$ cat src/rtl/rf_wb_arbiter.sv
// Write-back arbiter for the shared register-file write port, plus a pending-write
// scoreboard that the issue stage uses for RAW/WAW hazard detection.
module rf_wb_arbiter #(
  parameter int unsigned XLEN = 32,
  parameter int unsigned AW   = 5
) (
  input  logic              clk,
  input  logic              reset,
  input  logic              alu_valid,
  input  logic [AW-1:0]     alu_rd,
  input  logic [XLEN-1:0]   alu_data,
  output logic              alu_ready,
  input  logic              lsu_valid,
  input  logic [AW-1:0]     lsu_rd,
  input  logic [XLEN-1:0]   lsu_data,
  output logic              lsu_ready,
  input  logic              rf_hold,
  input  logic              alloc_en,
  input  logic [AW-1:0]     alloc_rd,
  input  logic [AW-1:0]     chk_rs1,
  input  logic [AW-1:0]     chk_rs2,
  output logic              rs1_busy,
  output logic              rs2_busy,
  output logic              rf_we,
  output logic [AW-1:0]     rf_waddr,
  output logic [XLEN-1:0]   rf_wdata,
  output logic [2**AW-1:0]  busy_vec,
  output logic              alloc_err
);

  localparam int unsigned NREG = 2 ** AW;

  logic              prio_q, prio_d;
  logic              rf_we_q, rf_we_d;
  logic [AW-1:0]     rf_waddr_q, rf_waddr_d;
  logic [XLEN-1:0]   rf_wdata_q, rf_wdata_d;
  logic [NREG-1:0]   busy_q, busy_d;
  logic              alloc_err_q, alloc_err_d;

  logic              alu_gnt_c, lsu_gnt_c, gnt_any_c;
  logic [AW-1:0]     gnt_rd_c;
  logic [XLEN-1:0]   gnt_data_c;
  logic              alloc_hit_c;

  // Round-robin grant; reset and hold suppress every grant.
  always_comb begin
    alu_gnt_c = 1'b0;
    lsu_gnt_c = 1'b0;
    if (!reset && !rf_hold) begin
      if (alu_valid && lsu_valid) begin
        if (prio_q) lsu_gnt_c = 1'b1;
        else        alu_gnt_c = 1'b1;
      end else begin
        alu_gnt_c = alu_valid;
        lsu_gnt_c = lsu_valid;
      end
    end
    gnt_any_c  = alu_gnt_c | lsu_gnt_c;
    gnt_rd_c   = lsu_gnt_c ? lsu_rd   : alu_rd;
    gnt_data_c = lsu_gnt_c ? lsu_data : alu_data;
  end

  // Next-state for write port, priority pointer and scoreboard.
  always_comb begin
    prio_d      = prio_q;
    rf_we_d     = 1'b0;
    rf_waddr_d  = rf_waddr_q;
    rf_wdata_d  = rf_wdata_q;
    busy_d      = busy_q;
    alloc_hit_c = alloc_en && (alloc_rd != '0);

    if (alu_gnt_c)      prio_d = 1'b1;
    else if (lsu_gnt_c) prio_d = 1'b0;

    if (gnt_any_c && (gnt_rd_c != '0)) begin
      rf_we_d           = 1'b1;
      rf_waddr_d        = gnt_rd_c;
      rf_wdata_d        = gnt_data_c;
      busy_d[gnt_rd_c]  = 1'b0;
    end

    // Allocation is applied after the clear so a same-cycle set wins.
    if (alloc_hit_c && !busy_q[alloc_rd]) busy_d[alloc_rd] = 1'b1;
    busy_d[0] = 1'b0;

    alloc_err_d = alloc_err_q | (alloc_hit_c && busy_q[alloc_rd]);
  end

  always_ff @(posedge clk) begin
    if (reset) begin
      prio_q      <= 1'b0;
      rf_we_q     <= 1'b0;
      rf_waddr_q  <= '0;
      rf_wdata_q  <= '0;
      busy_q      <= '0;
      alloc_err_q <= 1'b0;
    end else begin
      prio_q      <= prio_d;
      rf_we_q     <= rf_we_d;
      rf_waddr_q  <= rf_waddr_d;
      rf_wdata_q  <= rf_wdata_d;
      busy_q      <= busy_d;
      alloc_err_q <= alloc_err_d;
    end
  end

  // Hazard check also sees the write still in flight to the register file.
  assign rs1_busy = (chk_rs1 != '0) &&
                    (busy_q[chk_rs1] || (rf_we_q && (rf_waddr_q == chk_rs1)));
  assign rs2_busy = (chk_rs2 != '0) &&
                    (busy_q[chk_rs2] || (rf_we_q && (rf_waddr_q == chk_rs2)));

  assign alu_ready = alu_gnt_c;
  assign lsu_ready = lsu_gnt_c;
  assign rf_we     = rf_we_q;
  assign rf_waddr  = rf_waddr_q;
  assign rf_wdata  = rf_wdata_q;
  assign busy_vec  = busy_q;
  assign alloc_err = alloc_err_q;

endmodule

$ cat config.mk
export PLATFORM = sky130hd
export DESIGN_NAME = rf_wb_arbiter
export DESIGN_NICKNAME = d
export VERILOG_FILES = /design/src/rtl/rf_wb_arbiter.sv
export SDC_FILE = /design/constraint.sdc
export NUM_CORES = 1
export LEC_CHECK = 0
export CORE_ASPECT_RATIO = 1.25
export CORE_UTILIZATION = 40
export DETAILED_ROUTE_END_ITERATION = 8
export PLACE_DENSITY_LB_ADDON = 0.1
export RECOVER_POWER = 25
export SYNTH_ARGS = -nofsm -noshare
export SYNTH_HDL_FRONTEND = slang
export SYNTH_SLANG_ARGS = --single-unit
$ cat constraint.sdc
create_clock -name clk -period 7.43 [get_ports clk]
set_input_delay 1.486 -clock clk [delete_from_list [all_inputs] [get_ports clk]]
set_output_delay 1.486 -clock clk [all_outputs]
set_load 0.01 [all_outputs]
[Word-level counts from Yosys, hierarchy flattened]
Cells that the tools add are included.
Storage, ports and cells
  flip-flop bits (word level): 72
  bits of input ports: 95
  output and inout bits: 75
  logic and storage cells: 65
Cells by class
  $lt $le $gt $ge: 6
  eq/ne operators: 2
  mux-type cells: 23
  bitwise operators: 5
  reductions and logical operators: 22
Operator list (number)
  $mux W32: 3
  $and A32 B32 Y32: 1
  $not A32 Y32: 1
  $or A32 B32 Y32: 1
  $lt A5 B6 Y1 const B: 4
  $reduce_bool A5 Y1: 4
  $bmux W1 S5: 3
  $mux W1: 14
  $logic_and A1 B1 Y1: 12
  $demux W1 S5: 2
  $eq A5 B5 Y1: 2
  $ge A5 B1 Y1 const B: 2
  $mux W5: 1
  $logic_not A1 Y1: 3
  $logic_or A1 B1 Y1: 2
  $or A1 B1 Y1: 2
  $reduce_bool A2 Y1: 1

[Depth between registers and ports, before layout]
  depth after elaboration: 13
  gate-level depth with buffers: 8
  mapped depth without buffers: 5

[Worst setup path before layout]
No wires, ideal clock.
  kind: input port to output port
  from: input chk_rs2[0]
  to: output rs2_busy
  data arrival time: 2.981 ns
  required time: 5.944 ns
  setup slack: 2.963 ns
  stages: 5
  path buffers: 1
  path through: buf_2 -> mux4_2 -> mux2_2 -> a2111oi_0 -> a211oi_1
Between the ends
  longest elaborated chain between the ends: 4
  elaborated cells between the ends (all ways): 7
  those cells by class: eq/ne: 1; mux: 2; reduce/logical: 4
RTL lines
  start, declared: RTL line 21  | input logic [AW-1:0] chk_rs2,
  $bmux W1 S5 or $eq A5 B5 Y1 (tied branches): RTL line 111  | (busy_q[chk_rs2] || (rf_we_q && (rf_waddr_q == chk_rs2)));
  $mux W1 (implied by the code) or $logic_and A1 B1 Y1 (tied branches): RTL line 111
  $logic_or A1 B1 Y1: RTL line 111
  $logic_and A1 B1 Y1 (*): RTL line 110  | assign rs2_busy = (chk_rs2 != '0) &&
  end, declared: RTL line 23  | output logic rs2_busy,
Every way passes the cells marked *; elsewhere a longest branch is shown, timed or not. The select of a mux whose other input is x is not followed.

[Worst setup path after layout]
Ends and elaborated chain as after synthesis.

==> impl_metrics.tcl <==
set metrics [dict create \
    setup_slack_ns 1.78 \
    cts_tree "yes" \
    antenna_found_initial 0 \
    rrSetupSlack_ns 4.44 \
    h-tree-depth 3 \
    crit_path_end_kind "output port" \
    hold_start "rf_wdata[28]" \
    async_reset_ff_frac 0 \
    period_share 0.761 \
    overflow 0 \
    drtIter0Drc 213 \
    power_density_nw_per_um2 164 \
    hold_path_class "reg2reg" \
    r2r-end "rf_wdata[14]" \
    avgViaCountPerCell 5.71 \
    slew_violations 0 \
    synth_top_cell_area_share 0.326 \
    cp-start-kind "input pin" \
    design.core.area_um2 10600 \
    grt_pass1_wl_mm 21.5 \
    wirelength_mm 13.4 \
    path_clk_slew_ns 0.05 \
    critPathKind "in2out" \
    vias 4159 \
    fp-row-count 42 \
    syn-num-nets 535 \
    rsz0062_at_grt "false" \
    insertion_delay_ns 0.33 \
    final.setup.tns_ns 0 \
    holdPathStages 2 \
    syn_area_um2 4360 \
    grt_pass1_vias 4151 \
    ioPinCount 170 \
    num_antenna_cells 0 \
    syn_avg_cell_area_um2 9.91 \
    dp_slack_ns 1.77 \
    critical_path_required_ns 5.94 \
    cts_setup_buffers 0 \
    dp_hpwl_mm 9.95 \
    post_cts_resized 0 \
    status "finished clean" \
    hold_viol_final 0 \
    placed_cells_incl_taps 713 \
    ys_seq_elements 71 \
    r2r_cells 7 \
    fillCellCount 929 \
    reg2reg_from "prio_q" \
    worstHoldEndpoint "rf_wdata[28]" \
    grtUsageTotal 0.248 \
    design.die.area_um2 11300 \
    first_pass_iters 4 \
    synth_cells 440 \
    numPortBuffers 168 \
    tightest_slew_ns 0.751 \
    worstPathMaxFanout 11 \
    min_period_ns 5.65 \
    die_w_um 95.4 \
    cts_buffer_depth 2 \
    seq_area_um2 1420 \
    synth.yosys.seq_area_share 0.326 \
    final_cells 729 \
    ys.flop_type "dfxtp_1" \
    grt_max_degree 62 \
    drive_gt1_frac 0.0821 \
    numCtsBuffers 9 \
    multi_input_area_um2 2690 \
    area_delta_synth_final_pct 45.3 \
    detail_route.wl_per_cell_um 18.3 \
    yosysWarnings 0 \
    synth.area.top_cells "dfxtp_1, mux2i_1, mux4_2, nand2_1, o311ai_0" \
    synth_enable_flop_cells 0 \
    vdd.ir_drop.worst_uv 113 \
    worstPathArrival_ns 4.17 \
    cts.sinks 71 \
    ant_nets 0 \
    skew_ns 0.00555 \
    fin_total_pwr_mw 1.04 \
    fp.dieH_um 119 \
    ys_types 59 \
    maxSlewHeadroom 0.496 \
    max_freq_ghz 0.177 \
    gp_congestion 0.843 \
    start_util 0.411 \
    setup_violations 0 \
    nets 687 \
    fin_hold_ws_ns 0.458 \
    drc_errors 0 \
    cts_hold_buf 0 \
    drv_cap 0 \
    root_buffer "clkbuf_16" \
    p_leak_nw 2.72 \
    synth_top_cell_by_area "dfxtp_1" \
]
cell type report:
class | instances | share of cell area
clock buffer | 12 | 0.0389
clock inverter | 4 | 0.00711
inverter | 17 | 0.0101
multi-input combinational | 322 | 0.425
sequential | 71 | 0.224
tap | 132 | 0.0261
timing repair buffer | 171 | 0.269
report_power, final:
group | internal (mW) | leakage (nW) | switching (mW)
sequential | 0.399 | 0.580 | 0.0136
combinational | 0.111 | 2.00 | 0.0892
clock | 0.267 | 0.146 | 0.160
placed cells by master (no fill, tap or decap), types with 7 or more instances in the layout:
cell | netlist | layout
nor2_1 | 13 | 13
dlygate4sd3_1 | 0 | 36
clkdlybuf4s50_1 | 0 | 132
o311ai_0 | 18 | 18
clkbuf_16 | 0 | 9
dfxtp_1 | 71 | 71
mux4_2 | 18 | 18
nor4_1 | 7 | 7
nand2_1 | 50 | 49
o21ai_1 | 19 | 19
inv_1 | 16 | 16
o21ai_0 | 11 | 11
a21oi_1 | 9 | 9
nor2b_1 | 9 | 9
mux2i_1 | 77 | 77
mux2_2 | 7 | 7
sequential cells by signal, indices dropped and copies added, names as in the netlist:
name       flops
prio_q         1
rf_waddr       5
rf_wdata      32
rf_we          1
alloc_err      1
busy_vec      31
kinds of logic (layout without fill, tap and decap cells):
kind of cell    Yosys count  after routing  share of synthesized area
simple gates            115            115                      0.134
xor+xnor                 10             10                     0.0201
compound gates           90             90                      0.150
other cells               1              1                   0.000860
buf+inv                  47            204                     0.0574
flops                    71             71                      0.326
mux                     106            106                      0.312
how the worst max path moves through the flow:
stage          startpoint        to  slack (ns)
6_report       chk_rs2[0]  rs2_busy        1.78
5_1_grt        chk_rs2[0]  rs2_busy        1.63
4_1_cts        chk_rs2[0]  rs2_busy        1.77
3_5_place_dp   chk_rs2[0]  rs2_busy        1.77
3_3_place_gp   chk_rs2[0]  rs2_busy        1.80
2_1_floorplan  chk_rs2[0]  rs2_busy        2.96
synthesized netlist by cell type, drive strengths merged (4+ instances only):
master / instances
o32ai: 6
nor3: 6
dfxtp: 71
mux2: 7
nor4: 7
a21oi: 9
o21ai: 31
xor2: 4
o311ai: 18
nand3: 4
clkbuf: 16
mux4: 22
nor2: 13
nand2: 50
mux2i: 77
buf: 14
xnor2: 6
nor2b: 9
inv: 16
a211oi: 4
critical path, stage by stage:
cell and delay (ns):
clkdlybuf4s50_1 0.84, mux4_2 0.57, mux2_2 0.27, a2111oi_0 0.40, a211oi_1 0.09, clkdlybuf4s50_1 0.50
through the flow:
step | cell area [um^2] | utilization
final | 6340 | 0.597
after global routing | 6340 | 0.597
after CTS | 6340 | 0.597
after floorplan | 4360 | -
after detailed placement | 6050 | 0.570
after global placement | 6050 | 0.570
metal layers:
metal | global-route usage | part of all wire | routed length (um) | vias to the layer above
met3 | 0.0695 | 0.088 | 1170 | 37
met4 | 0.132 | 0.040 | 539 | 0
li1 | - | - | - | 1981
met5 | 0 | 0 | 0 | -
met2 | 0.408 | 0.50 | 6650 | 201
met1 | 0.287 | 0.37 | 5000 | 1940
Note: power is estimated with default switching activity, not from simulation.
